File: src/rtl/fetch_stage_if.sv
// -----------------------------------------------------------------------------
// fetch_stage_if
//   Instruction-memory handshake between the fetch stage and the instruction
//   memory. One request is a single-cycle ImemReq pulse carrying ImemAddr; the
//   memory answers later with a single-cycle ImemValid carrying ImemRdata.
//
//   Signals:
//     ImemReq    fetch -> mem   request pulse
//     ImemAddr   fetch -> mem   word-aligned byte address of the request
//     ImemRdata  mem -> fetch   instruction word being returned
//     ImemValid  mem -> fetch   ImemRdata is valid this cycle
//
//   Modports:
//     master  the fetch stage (issues requests)
//     slave   the instruction memory (answers requests)
// -----------------------------------------------------------------------------
interface fetch_stage_if;
  logic        ImemReq;
  logic [31:0] ImemAddr;
  logic [31:0] ImemRdata;
  logic        ImemValid;

  modport master (
    output ImemReq,
    output ImemAddr,
    input  ImemRdata,
    input  ImemValid
  );

  modport slave (
    input  ImemReq,
    input  ImemAddr,
    output ImemRdata,
    output ImemValid
  );
endinterface

File: src/rtl/fetch_stage.sv
// -----------------------------------------------------------------------------
// fetch_stage
//   Instruction fetch with a single outstanding memory request, a one-entry
//   skid buffer for words that return while decode is stalled, and redirect
//   handling for taken branches (execute) and PC writes (writeback).
//
//   Ports:
//     Clk            sole clock, rising edge
//     Rst            asynchronous active-low reset
//     StallF         hold IF/ID and the PC
//     FlushD         turn the IF/ID slot into a bubble
//     BranchTakenE   redirect to BranchTargetE
//     BranchTargetE  branch target address
//     PCSrcW         redirect to ResultW (wins over BranchTakenE)
//     ResultW        writeback PC value
//     imem           instruction-memory handshake (fetch_stage_if.master)
//     Instruction    IF/ID instruction word
//     PCPlus8D       fetch address of Instruction plus 8
//     ValidD         Instruction is real (0 = bubble)
//
//   ValidD is a one-cycle marker per delivered instruction: it is set when a
//   word enters IF/ID, held while StallF=1, and otherwise dropped back to 0 on
//   the next edge so decode never consumes the same word twice.
// -----------------------------------------------------------------------------
module fetch_stage (
  input  logic          Clk,
  input  logic          Rst,
  input  logic          StallF,
  input  logic          FlushD,
  input  logic          BranchTakenE,
  input  logic [31:0]   BranchTargetE,
  input  logic          PCSrcW,
  input  logic [31:0]   ResultW,
  fetch_stage_if.master imem,
  output logic [31:0]   Instruction,
  output logic [31:0]   PCPlus8D,
  output logic          ValidD
);

  typedef enum logic [1:0] {
    IDLE = 2'd0,
    REQ  = 2'd1,
    WAIT = 2'd2,
    FULL = 2'd3
  } fetchStateT;

  fetchStateT  state, stateNext;

  logic [31:0] pc, pcNext;
  logic [31:0] fetchAddr, fetchAddrNext;   // address of the request in flight
  logic        kill, killNext;             // drop the next returned word
  logic [31:0] skidInstr, skidPcPlus8;
  logic        skidLoad;

  logic        ifidLoad;
  logic [31:0] ifidInstrNext;
  logic [31:0] ifidPcPlus8Next;

  logic        redirect;
  logic [31:0] redirectTarget;
  logic [31:0] reqAddr;

  // Writeback outranks execute. The mask keeps every PC value word aligned,
  // so sequential PC+4 never disturbs bits [1:0] either.
  assign redirect       = PCSrcW | BranchTakenE;
  assign redirectTarget = (PCSrcW ? ResultW : BranchTargetE) & 32'hFFFF_FFFC;

  // A redirect arriving in the request cycle steers that very request.
  assign reqAddr = redirect ? redirectTarget : pc;

  // NOTE: every signal written below gets a default before the case, so no
  // path leaves one unassigned and no latch is inferred.
  always_comb begin
    stateNext       = state;
    pcNext          = pc;
    fetchAddrNext   = fetchAddr;
    killNext        = kill;
    skidLoad        = 1'b0;
    ifidLoad        = 1'b0;
    ifidInstrNext   = imem.ImemRdata;
    ifidPcPlus8Next = fetchAddr + 32'd8;
    imem.ImemReq    = 1'b0;
    imem.ImemAddr   = fetchAddr;

    unique case (state)
      IDLE: begin
        stateNext = REQ;
        if (redirect) pcNext = redirectTarget;
      end

      REQ: begin
        imem.ImemReq  = 1'b1;
        imem.ImemAddr = reqAddr;
        fetchAddrNext = reqAddr;
        pcNext        = reqAddr;
        stateNext     = WAIT;
      end

      WAIT: begin
        if (redirect) pcNext = redirectTarget;
        if (imem.ImemValid) begin
          stateNext = REQ;
          if (kill) begin
            // Word belongs to the abandoned path: discard it.
            killNext = 1'b0;
          end else if (!redirect) begin
            pcNext = pc + 32'd4;
            if (StallF) begin
              skidLoad  = 1'b1;
              stateNext = FULL;
            end else begin
              ifidLoad = 1'b1;
            end
          end
          // Redirect on the return cycle: word dropped, nothing left to kill.
        end else if (redirect) begin
          killNext = 1'b1;
        end
      end

      FULL: begin
        if (redirect) begin
          pcNext    = redirectTarget;
          stateNext = REQ;
        end else if (!StallF) begin
          ifidLoad        = 1'b1;
          ifidInstrNext   = skidInstr;
          ifidPcPlus8Next = skidPcPlus8;
          stateNext       = REQ;
        end
      end

      default: stateNext = IDLE;
    endcase
  end

  // NOTE: sequential state is updated only with non-blocking assignments so
  // every register samples pre-edge values regardless of statement order.
  always_ff @(posedge Clk or negedge Rst) begin
    if (!Rst) state <= IDLE;
    else      state <= stateNext;
  end

  // NOTE: the skid buffer is reset along with everything else; it is a single
  // entry, and a defined value keeps outputs clean after a reset mid-fetch.
  always_ff @(posedge Clk or negedge Rst) begin
    if (!Rst) begin
      pc          <= 32'd0;
      fetchAddr   <= 32'd0;
      kill        <= 1'b0;
      skidInstr   <= 32'd0;
      skidPcPlus8 <= 32'd0;
      Instruction <= 32'd0;
      PCPlus8D    <= 32'd0;
      ValidD      <= 1'b0;
    end else begin
      pc        <= pcNext;
      fetchAddr <= fetchAddrNext;
      kill      <= killNext;

      if (skidLoad) begin
        skidInstr   <= imem.ImemRdata;
        skidPcPlus8 <= fetchAddr + 32'd8;
      end

      // Flush beats any load; stall holds; otherwise the slot empties.
      if (FlushD) begin
        Instruction <= 32'd0;
        ValidD      <= 1'b0;
      end else if (ifidLoad) begin
        Instruction <= ifidInstrNext;
        PCPlus8D    <= ifidPcPlus8Next;
        ValidD      <= 1'b1;
      end else if (!StallF) begin
        ValidD <= 1'b0;
      end
    end
  end

endmodule
File: src/flat_wrapper.sv
// flat-port wrapper written by rule: the top's interface ports become plain ports
module fetch_stage_flat 
  (Clk, Rst, StallF, FlushD, BranchTakenE, BranchTargetE, PCSrcW, ResultW, Instruction, PCPlus8D, ValidD, imem_ImemReq, imem_ImemAddr, imem_ImemRdata, imem_ImemValid);
  fetch_stage_if imem_i ();
  input  logic Clk;
  input  logic Rst;
  input  logic StallF;
  input  logic FlushD;
  input  logic BranchTakenE;
  input  logic [31:0] BranchTargetE;
  input  logic PCSrcW;
  input  logic [31:0] ResultW;
  output logic [31:0] Instruction;
  output logic [31:0] PCPlus8D;
  output logic ValidD;
  output wire logic [$bits(imem_i.ImemReq)-1:0] imem_ImemReq;
  output wire logic [$bits(imem_i.ImemAddr)-1:0] imem_ImemAddr;
  input wire logic [$bits(imem_i.ImemRdata)-1:0] imem_ImemRdata;
  input wire logic [$bits(imem_i.ImemValid)-1:0] imem_ImemValid;
  assign imem_ImemReq = imem_i.ImemReq;
  assign imem_ImemAddr = imem_i.ImemAddr;
  assign imem_i.ImemRdata = imem_ImemRdata;
  assign imem_i.ImemValid = imem_ImemValid;
  fetch_stage u_core (.Clk(Clk), .Rst(Rst), .StallF(StallF), .FlushD(FlushD), .BranchTakenE(BranchTakenE), .BranchTargetE(BranchTargetE), .PCSrcW(PCSrcW), .ResultW(ResultW), .imem(imem_i), .Instruction(Instruction), .PCPlus8D(PCPlus8D), .ValidD(ValidD));
endmodule
File: config.mk
export PLATFORM = sky130hd
export DESIGN_NAME = fetch_stage_flat
export DESIGN_NICKNAME = d
export VERILOG_FILES = /design/src/rtl/fetch_stage_if.sv /design/src/rtl/fetch_stage.sv /design/src/flat_wrapper.sv
export SDC_FILE = /design/constraint.sdc
export NUM_CORES = 1
export LEC_CHECK = 0
export CORE_UTILIZATION = 40
export CTS_CLUSTER_SIZE = 25
export DETAILED_ROUTE_END_ITERATION = 7
export GPL_ROUTABILITY_DRIVEN = 0
export SLEW_MARGIN = 20
export SYNTH_ARGS = -nofsm -noshare
export SYNTH_HDL_FRONTEND = slang
export SYNTH_SLANG_ARGS = --single-unit
File: constraint.sdc
create_clock -name Clk -period 2.3 [get_ports Clk]
set_input_delay 0.46 -clock Clk [delete_from_list [all_inputs] [get_ports Clk]]
set_output_delay 0.46 -clock Clk [all_outputs]
set_load 0.005 [all_outputs]
==> out/summary.txt, run 1 <==
initial antenna violation count: 0
via count: 8949
Yosys top cell by area: dfrtp_1
sequential power share: 0.398
Slew Limit Fails: 0
Total GRT Usage: 0.2438
Worst EP arrival: 1.87 ns
Worst-Margin Slew: 0.5201 ns
final period utilization: 1.013
PD cells: 966.1 mW/mm2
Pre-antenna DRT Iters: 6
Multi-input gate area: 0.004791 mm2
Mapped Cells: 1091
setup ws final: -0.03078 ns
Final nets: 1464
Max Cap Violations: 0
CP Capture Type: output pin
starting density of the core: 0.4058
utilization after layout: 0.5663
largest net degree at the start of global routing: 61
top cells by area, synth: dfrtp_1 50%, nand2_1 11%, o21ai_0 3.5%, nor2_1 3.3%, a311oi_1 2.8%
Post-Synthesis Cell Area: 0.009839 mm2
Critical Path RT: 1.84 ns
Clock Tree Buf Depth: 2
DR vias/cell: 5.292
Post-Syn Nets: 1201
detailed placement HPWL: 21240 um
Clock Tree Root: clkbuf_16
FF+latch count, synth: 196
clock power share: 0.229
Core Rows: 57
clock skew: 0.01328 ns
Worst Setup Start Kind: flop
# DRC: 0
n_diodes: 0
die area: 0.02523 mm2
H-Tree Level Count: 4
prevailing post-synth register cell: dfrtp_1
Num CTS Buffers: 17
synth cell count leaders: 281 x nand2_1, 196 x dfrtp_1, 87 x nor2_1
total global routing overflow: 0
Die Ht: 158.8 um
CTS tree: yes
EDFF count, synth: 0
Ys Warns: 0
DR WL/cell: 17.46 um
Crit Path Class: reg -> out
Net Sw Frac: 0.3512
asr flop ratio synth: 1.000
type of the worst min-delay path: reg -> reg
failing checks: negative setup slack
post-synth top area share: 0.4985
Register Area: 0.004905 mm2
unrepaired setup endpoints after global routing: yes
Post-Place Worst Slack: -0.4245 ns
Netlist cell types: 54
setup violators final: 1
Clock transition at path regs: 0.08 ns
CORE AREA: 0.02425 mm2
most frequent cell after synthesis: nand2_1
Combinational Power Share: 0.373
leakage power: 6.056 nW
Buffers on Ports: 196
slew margin rel.: 0.6520
outcome: finished with violations
Initial DRC Count: 687
Psw: 4.660 mW
internal power component: 8.607 mW
clk_lat worst skew: 0.44 ns
first-pass GRT wire length: 48690 um
fraction of layout instances using a drive strength above 1: 0.1778
post-layout min period: 2.331 ns
CP max FO: 6
# fillers: 2218
vias in the first global route: 8644
final-report hold violation count: 0
Fmax achieved: 429.0 MHz
Ports: 201
maximum VDD drop: 0.5394 mV
area delta synth->final: 39.56%
Routed Antenna Nets: 0
syn avg cell area: 9.019 um2
WL final: 29520 um
register area share after synthesis: 0.4985
die width: 158.8 um
Clock Sink Count: 196
worst max-delay path, stage by stage, from the launching register on:
cell and delay, ns:
dfrtp_1 0.39, inv_2 0.08, ha_4 0.18, buf_6 0.13, buf_8 0.13, buf_6 0.10
mux2_4 0.31, buf_6 0.12
per-layer routing:
layer,track usage,vias to the layer above,part of all wire
li1,-,4341,-
met1,0.3570,4288,0.47
met2,0.3712,280,0.46
met3,0.03866,40,0.057
met4,0.06884,0,0.017
met5,0,-,0
flip-flops by register name, summed over array words and instances (netlist names):
| name | flops |
|---|---|
| u_core.Instruction | 32 |
| u_core.PCPlus8D | 32 |
| u_core.fetchAddr | 32 |
| u_core.pc | 32 |
| u_core.skidInstr | 32 |
| u_core.skidPcPlus8 | 32 |
| u_core.state | 2 |
| u_core.ValidD | 1 |
| u_core.kill | 1 |
final timing paths:
path                                           from              endpoint  slack [ns]  cells past startpoint
worst max-delay path                u_core.state[1]     imem_ImemAddr[18]       -0.03                      7
worst min-delay path            u_core.PCPlus8D[18]   u_core.PCPlus8D[18]        0.48                      2
worst max register to register  u_core.fetchAddr[4]   u_core.PCPlus8D[27]        0.07                      7
worst min register to register  u_core.PCPlus8D[18]   u_core.PCPlus8D[18]        0.48                      2
max in group asynchronous                       Rst  u_core.skidInstr[21]        1.12                      3
min in group asynchronous                       Rst   u_core.PCPlus8D[29]        0.54                      2
timing repair:
action                                  CTS  global route
hold buffers                              1             0
gates resized for setup                 128            50
buffers inserted                         18             8
pin swaps                                 1             1
cloned                                    3             0
endpoints found under the hold margin    38             0
endpoints found under the setup margin   33            32
power groups by stage:
stage / Combinational (mW) / Clock, mW / Sequential, mW
final: 4.95 / 3.04 / 5.27
after global routing: 5.39 / 3.22 / 5.42
after CTS: 5.06 / 3.09 / 5.26
after detailed placement: 4.44 / 0 / 5.31
after global placement: 4.42 / 0 / 5.27
after floorplan: 2.00 / 0 / 5.10
cell usage in the layout (no fill, tap or decap), types with 14 or more instances in the layout:
cell             instances
nor2_1                  84
nand3_1                 30
xor2_1                  18
mux2_4                  20
o21ai_0                 64
nor3_1                  21
a311oi_1                32
nor4_1                  14
mux2i_1                 25
xnor2_1                 26
nand2_1                280
clkbuf_16               17
nand4_1                 19
dfrtp_1                196
buf_4                  101
clkdlybuf4s50_1        160
a21oi_1                 23
buf_12                  14
stage by stage:
stage               setup TNS [ns]  hold WS [ns]  std cells  cell area, um2  total power, mW
finish                    -0.03078        0.4791       1691           13730            13.27
global placement            -8.682        0.4321       1636           12840            9.693
detailed placement          -9.902        0.4372       1636           12840            9.751
CTS                         -2.129        0.4809       1690           13770            13.41
global route               -0.1904        0.4959       1691           13730            14.04
floorplan                        0        0.1644       1091            9839            7.098
area by class of cell:
class,instances,share of cell area
clock buffer,17,0.03098
timing repair buffer,318,0.2169
sequential,196,0.3572
tap,324,0.02952
multi-input combinational,808,0.3489
clock inverter,15,0.01294
inverter,13,0.003554
cells by family (layout without fill, tap and decap cells):
logic type               count (synthesis)  count (layout)  synth area share
AND/OR/NAND/NOR                        511             511            0.2326
AO/OA/AOI/OAI                          199             199            0.1344
flip-flops                             196             196            0.4985
buffers and inverters                   87             363           0.03586
multiplexers                            47              47           0.05061
XOR/XNOR                                44              44           0.03917
adder cells (fa/ha/maj)                  7               7          0.008901
Note: power is estimated with default switching activity, not from simulation.
==> run 2: changes to the inputs <==
Settings changed: SKIP_CTS_REPAIR_TIMING from default to 1.
==> run 2 against run 1 <==
Compared with the run above: register-to-register slack better by 0.03 ns; sequential cell count stayed put; sequential power hardly changed; routed wire length decreased by 0.31%; clock-buffer cell count is the same; critical path depth stayed put; the flow still finishes with violations (negative setup slack).
==> out/summary.txt, run 2 (synthesis results as in run 1) <==
outcome: finished with violations
failing checks: negative setup slack
Fmax achieved: 408.9 MHz
Total GRT Usage: 0.2366
final period utilization: 1.063
most frequent cells in the layout: 281 x nand2_1, 196 x dfrtp_1, 160 x clkdlybuf4s50_1
dpl cells: 1636
Worst-Margin Slew: 0.5446 ns
CP Capture Type: output pin
Register Area: 0.004905 mm2
utilization after layout: 0.5662
Reg2Reg Launch Point: u_core.fetchAddr[4]
fraction of layout instances using a drive strength above 1: 0.1558
Clock Sink Count: 196
CTS tree: yes
slew margin rel.: 0.6356
die area: 0.02523 mm2
fin area: 0.01373 mm2
Routed Antenna Nets: 0
PD cells: 955.6 mW/mm2
vias in the first global route: 8395
starting density of the core: 0.4058
Ports: 201
first-pass GRT wire length: 47330 um
Multi-input gate area: 0.004697 mm2
Clock Tree Buf Depth: 2
Slew Limit Fails: 0
Core Rows: 57
commonest non-fill, non-tap cell in the layout: nand2_1
setup_tns: -0.8062 ns
Max Cap Violations: 0
FF-to-FF path depth: 7
Die Ht: 158.8 um
Worst EP arrival: 1.99 ns
Final Non-Filler Cells: 1685
via count: 8879
Worst Setup Start Kind: flop
smallest hold slack: 0.4765 ns
DR WL/cell: 17.47 um
H-Tree Level Count: 4
clk_lat worst skew: 0.44 ns
detailed placement HPWL: 21240 um
Num CTS Buffers: 17
Final nets: 1458
CORE AREA: 0.02425 mm2
Buffers on Ports: 196
leakage power: 6.186 nW
final-report hold violation count: 0
area delta synth->final: 39.53%
# DRC: 0
n_diodes: 0
WL final: 29430 um
DR vias/cell: 5.269
Initial DRC Count: 743
largest net degree at the start of global routing: 61
CP max FO: 8
Clock transition at path regs: 0.08 ns
initial antenna violation count: 0
Critical Path RT: 1.84 ns
placed cell area: 0.01284 mm2
total power: 13.12 mW
Hold Startpoint: u_core.skidInstr[27]
die width: 158.8 um
clock skew: 0.01422 ns
Pre-antenna DRT Iters: 7
Reg2Reg Setup Slack: 0.10 ns
Crit Path Class: reg -> out
Hold Crit Depth: 2
Post-Place Worst Slack: -0.4245 ns
# fillers: 2232
setup violators final: 11
reg-to-reg endpoint: u_core.PCPlus8D[27]
WHS Endpoint: u_core.skidInstr[27]
unrepaired setup endpoints after global routing: yes
maximum VDD drop: 0.5347 mV
total global routing overflow: 0
post-layout min period: 2.445 ns
setup ws final: -0.1454 ns
Clock Tree Root: clkbuf_16
type of the worst min-delay path: reg -> reg
==> run 2: worst max-delay path by stage <==
stage | from | to | slack [ns] | cells past startpoint
global placement | BranchTargetE[21] | imem_ImemAddr[21] | -0.46 | 8
global route | u_core.state[1] | imem_ImemAddr[12] | -0.22 | 8
detailed placement | BranchTargetE[21] | imem_ImemAddr[21] | -0.42 | 8
finish | u_core.state[0] | imem_ImemAddr[12] | -0.15 | 7
CTS | BranchTargetE[21] | imem_ImemAddr[21] | -0.43 | 8
floorplan | BranchTakenE | imem_ImemAddr[30] | 0.18 | 6
==> run 2: where the power goes <==
part | switching, mW | internal (mW) | total (mW) | leakage [nW]
logic | 2.15 | 2.66 | 4.82 | 3.35
clock network | 1.55 | 1.48 | 3.03 | 0.291
registers | 0.840 | 4.43 | 5.27 | 2.55
==> run 2: cell type report <==
type                            instances  area share
Multi-Input combinational cell        808      0.3421
Sequential cell                       196      0.3572
Clock buffer                           17     0.03099
Tap cell                              324     0.02953
Clock inverter                         15     0.01294
Timing Repair Buffer                  312      0.2236
Inverter                               13    0.003554
==> run 2: critical path: stages, from the launching register on <==
cell	delay, ns
dfrtp_1	0.41
ha_4	0.23
buf_6	0.14
buf_12	0.12
buf_6	0.11
buf_6	0.10
mux2_4	0.31
clkbuf_2	0.12
==> run 2: routing by layer <==
layer	track usage	vias to the layer above	routed length [um]
met4	0.06531	0	411
met2	0.3549	284	13420
li1	-	4321	-
met3	0.03527	28	1687
met1	0.3531	4246	13910
met5	0	-	0
==> run 3: changes to the inputs <==
Settings changed: CORE_MARGIN from default to 2, CTS_BUF_LIST from default to sky130_fd_sc_hd__clkbuf_4 sky130_fd_sc_hd__clkbuf_8, HOLD_SLACK_MARGIN from default to 0.08.
==> run 3 against run 2 <==
Compared with the run above: clock-buffer cell count unchanged; the flow still finishes with violations (negative setup slack); global-route usage shrank 0.85 points; clock power decreased by 24%.
==> out/summary.txt, run 3 (synthesis results as in run 1) <==
final period utilization: 1.103
Buffers on Ports: 196
buffers and inverters on the worst path: 5
smallest hold slack: 0.3729 ns
crit-path cells: inv_2 -> ha_4 -> buf_4 -> buf_12 -> buf_6 -> mux2_2 -> dlymetal6s2s_1
die area: 0.02587 mm2
setup violators final: 29
Die Ht: 160.8 um
die width: 160.8 um
Core Rows: 57
final-report hold violation count: 0
Post-Place Worst Slack: -0.3316 ns
clock skew: 0.01725 ns
slew margin rel.: 0.6186
Routed Antenna Nets: 0
CTS tree: yes
Critical Path RT: 1.84 ns
Slew Limit Fails: 0
Clock transition at path regs: 0.12 ns
Slowest cell on crit path: dfrtp_1
CP Capture Type: output pin
PD cells: 948.9 mW/mm2
Final nets: 1487
maximum VDD drop: 0.5025 mV
Max Cap Violations: 0
type of the worst min-delay path: in -> reg
Total GRT Usage: 0.2281
Worst EP arrival: 2.08 ns
Worst-Margin Slew: 0.5700 ns
most frequent cells in the layout: 281 x nand2_1, 195 x dfrtp_1, 160 x clkdlybuf4s50_1
fraction of layout instances using a drive strength above 1: 0.1899
WL final: 30180 um
detailed placement HPWL: 21610 um
Initial DRC Count: 633
fin area: 0.01391 mm2
via count: 9053
Num CTS Buffers: 17
post-layout min period: 2.538 ns
Worst Setup Start Kind: flop
Crit path max-delay family: buffers and inverters
first-pass GRT wire length: 46820 um
Crit Path Class: reg -> out
setup_tns: -2.973 ns
setup ws final: -0.2376 ns
Reg2Reg Setup Slack: 0.10 ns
# DRC: 0
unrepaired setup endpoints after global routing: yes
vias in the first global route: 8492
DR vias/cell: 5.282
n_diodes: 0
CORE AREA: 0.02425 mm2
commonest non-fill, non-tap cell in the layout: nand2_1
total global routing overflow: 0
placed cell area: 0.01289 mm2
starting density of the core: 0.4058
leakage power: 6.198 nW
area delta synth->final: 41.35%
H-Tree Level Count: 4
Fmax achieved: 394.1 MHz
failing checks: negative setup slack
Clock Tree Buf Depth: 2
Clock Sink Count: 196
clk_lat worst skew: 0.48 ns
Worst path max stage delay: 0.40 ns
Clock Tree Root: clkbuf_8
CP max FO: 7
outcome: finished with violations
Pre-antenna DRT Iters: 5
DR WL/cell: 17.61 um
largest net degree at the start of global routing: 58
initial antenna violation count: 0
Ports: 201
==> run 3: cell count changes in the layout (fill, tap and decap cells not counted), moves of 5 or more <==
cell / delta
buf_4: +15
buf_6: +14
buf_8: +5
clkbuf_16: -16
clkbuf_8: +17
dlymetal6s2s_1: -15
mux2_2: -6
mux2_4: +6
==> run 3: layer usage <==
layer,vias to the layer above,routed length [um],GRT usage
li1,4377,-,-
met1,4322,14120,0.3384
met2,320,13800,0.3484
met3,34,1786,0.04132
met4,0,463,0.05154
met5,-,0,0
==> run 3: final cells by class <==
type	count	area, um2
Fill cell	2149	10340
Sequential cell	196	4906
Multi-Input combinational cell	808	4796
Timing Repair Buffer	341	3328
Tap cell	324	405.4
Clock buffer	17	234.0
Clock inverter	15	190.2
Inverter	13	48.80
==> run 3: worst min-delay path: stages <==
cell     delay, ns
buf_2         0.13
a22oi_1       0.13
o21ai_0       0.09
==> run 3: report_power, final <==
group | total (mW) | internal [mW] | leakage (nW) | switching, mW
Sequential | 5.28 | 4.42 | 2.54 | 0.852
Clock | 2.30 | 0.838 | 0.204 | 1.46
Combinational | 5.62 | 3.19 | 3.45 | 2.43
Total | 13.2 | 8.45 | 6.20 | 4.75
==> run 3: worst paths after layout <==
path / start / endpoint / cells past startpoint
worst max register to register: u_core.state[0] / u_core.pc[28] / 10
worst min register to register: u_core.skidInstr[16] / u_core.skidInstr[16] / 2
worst max-delay path: u_core.state[1] / imem_ImemAddr[2] / 7
max in group asynchronous: Rst / u_core.state[0] / 3
worst min-delay path: PCSrcW / u_core.pc[11] / 3
min in group asynchronous: Rst / u_core.skidPcPlus8[25] / 2
==> run 3: through the flow <==
step / total power, mW / cells / utilization
after floorplan: 7.098 / 1091 / -
after global placement: 9.722 / 1644 / 0.5315
after detailed placement: 9.797 / 1644 / 0.5315
after CTS: 12.11 / 1676 / 0.5490
after global routing: 13.97 / 1714 / 0.5736
final: 13.20 / 1714 / 0.5736
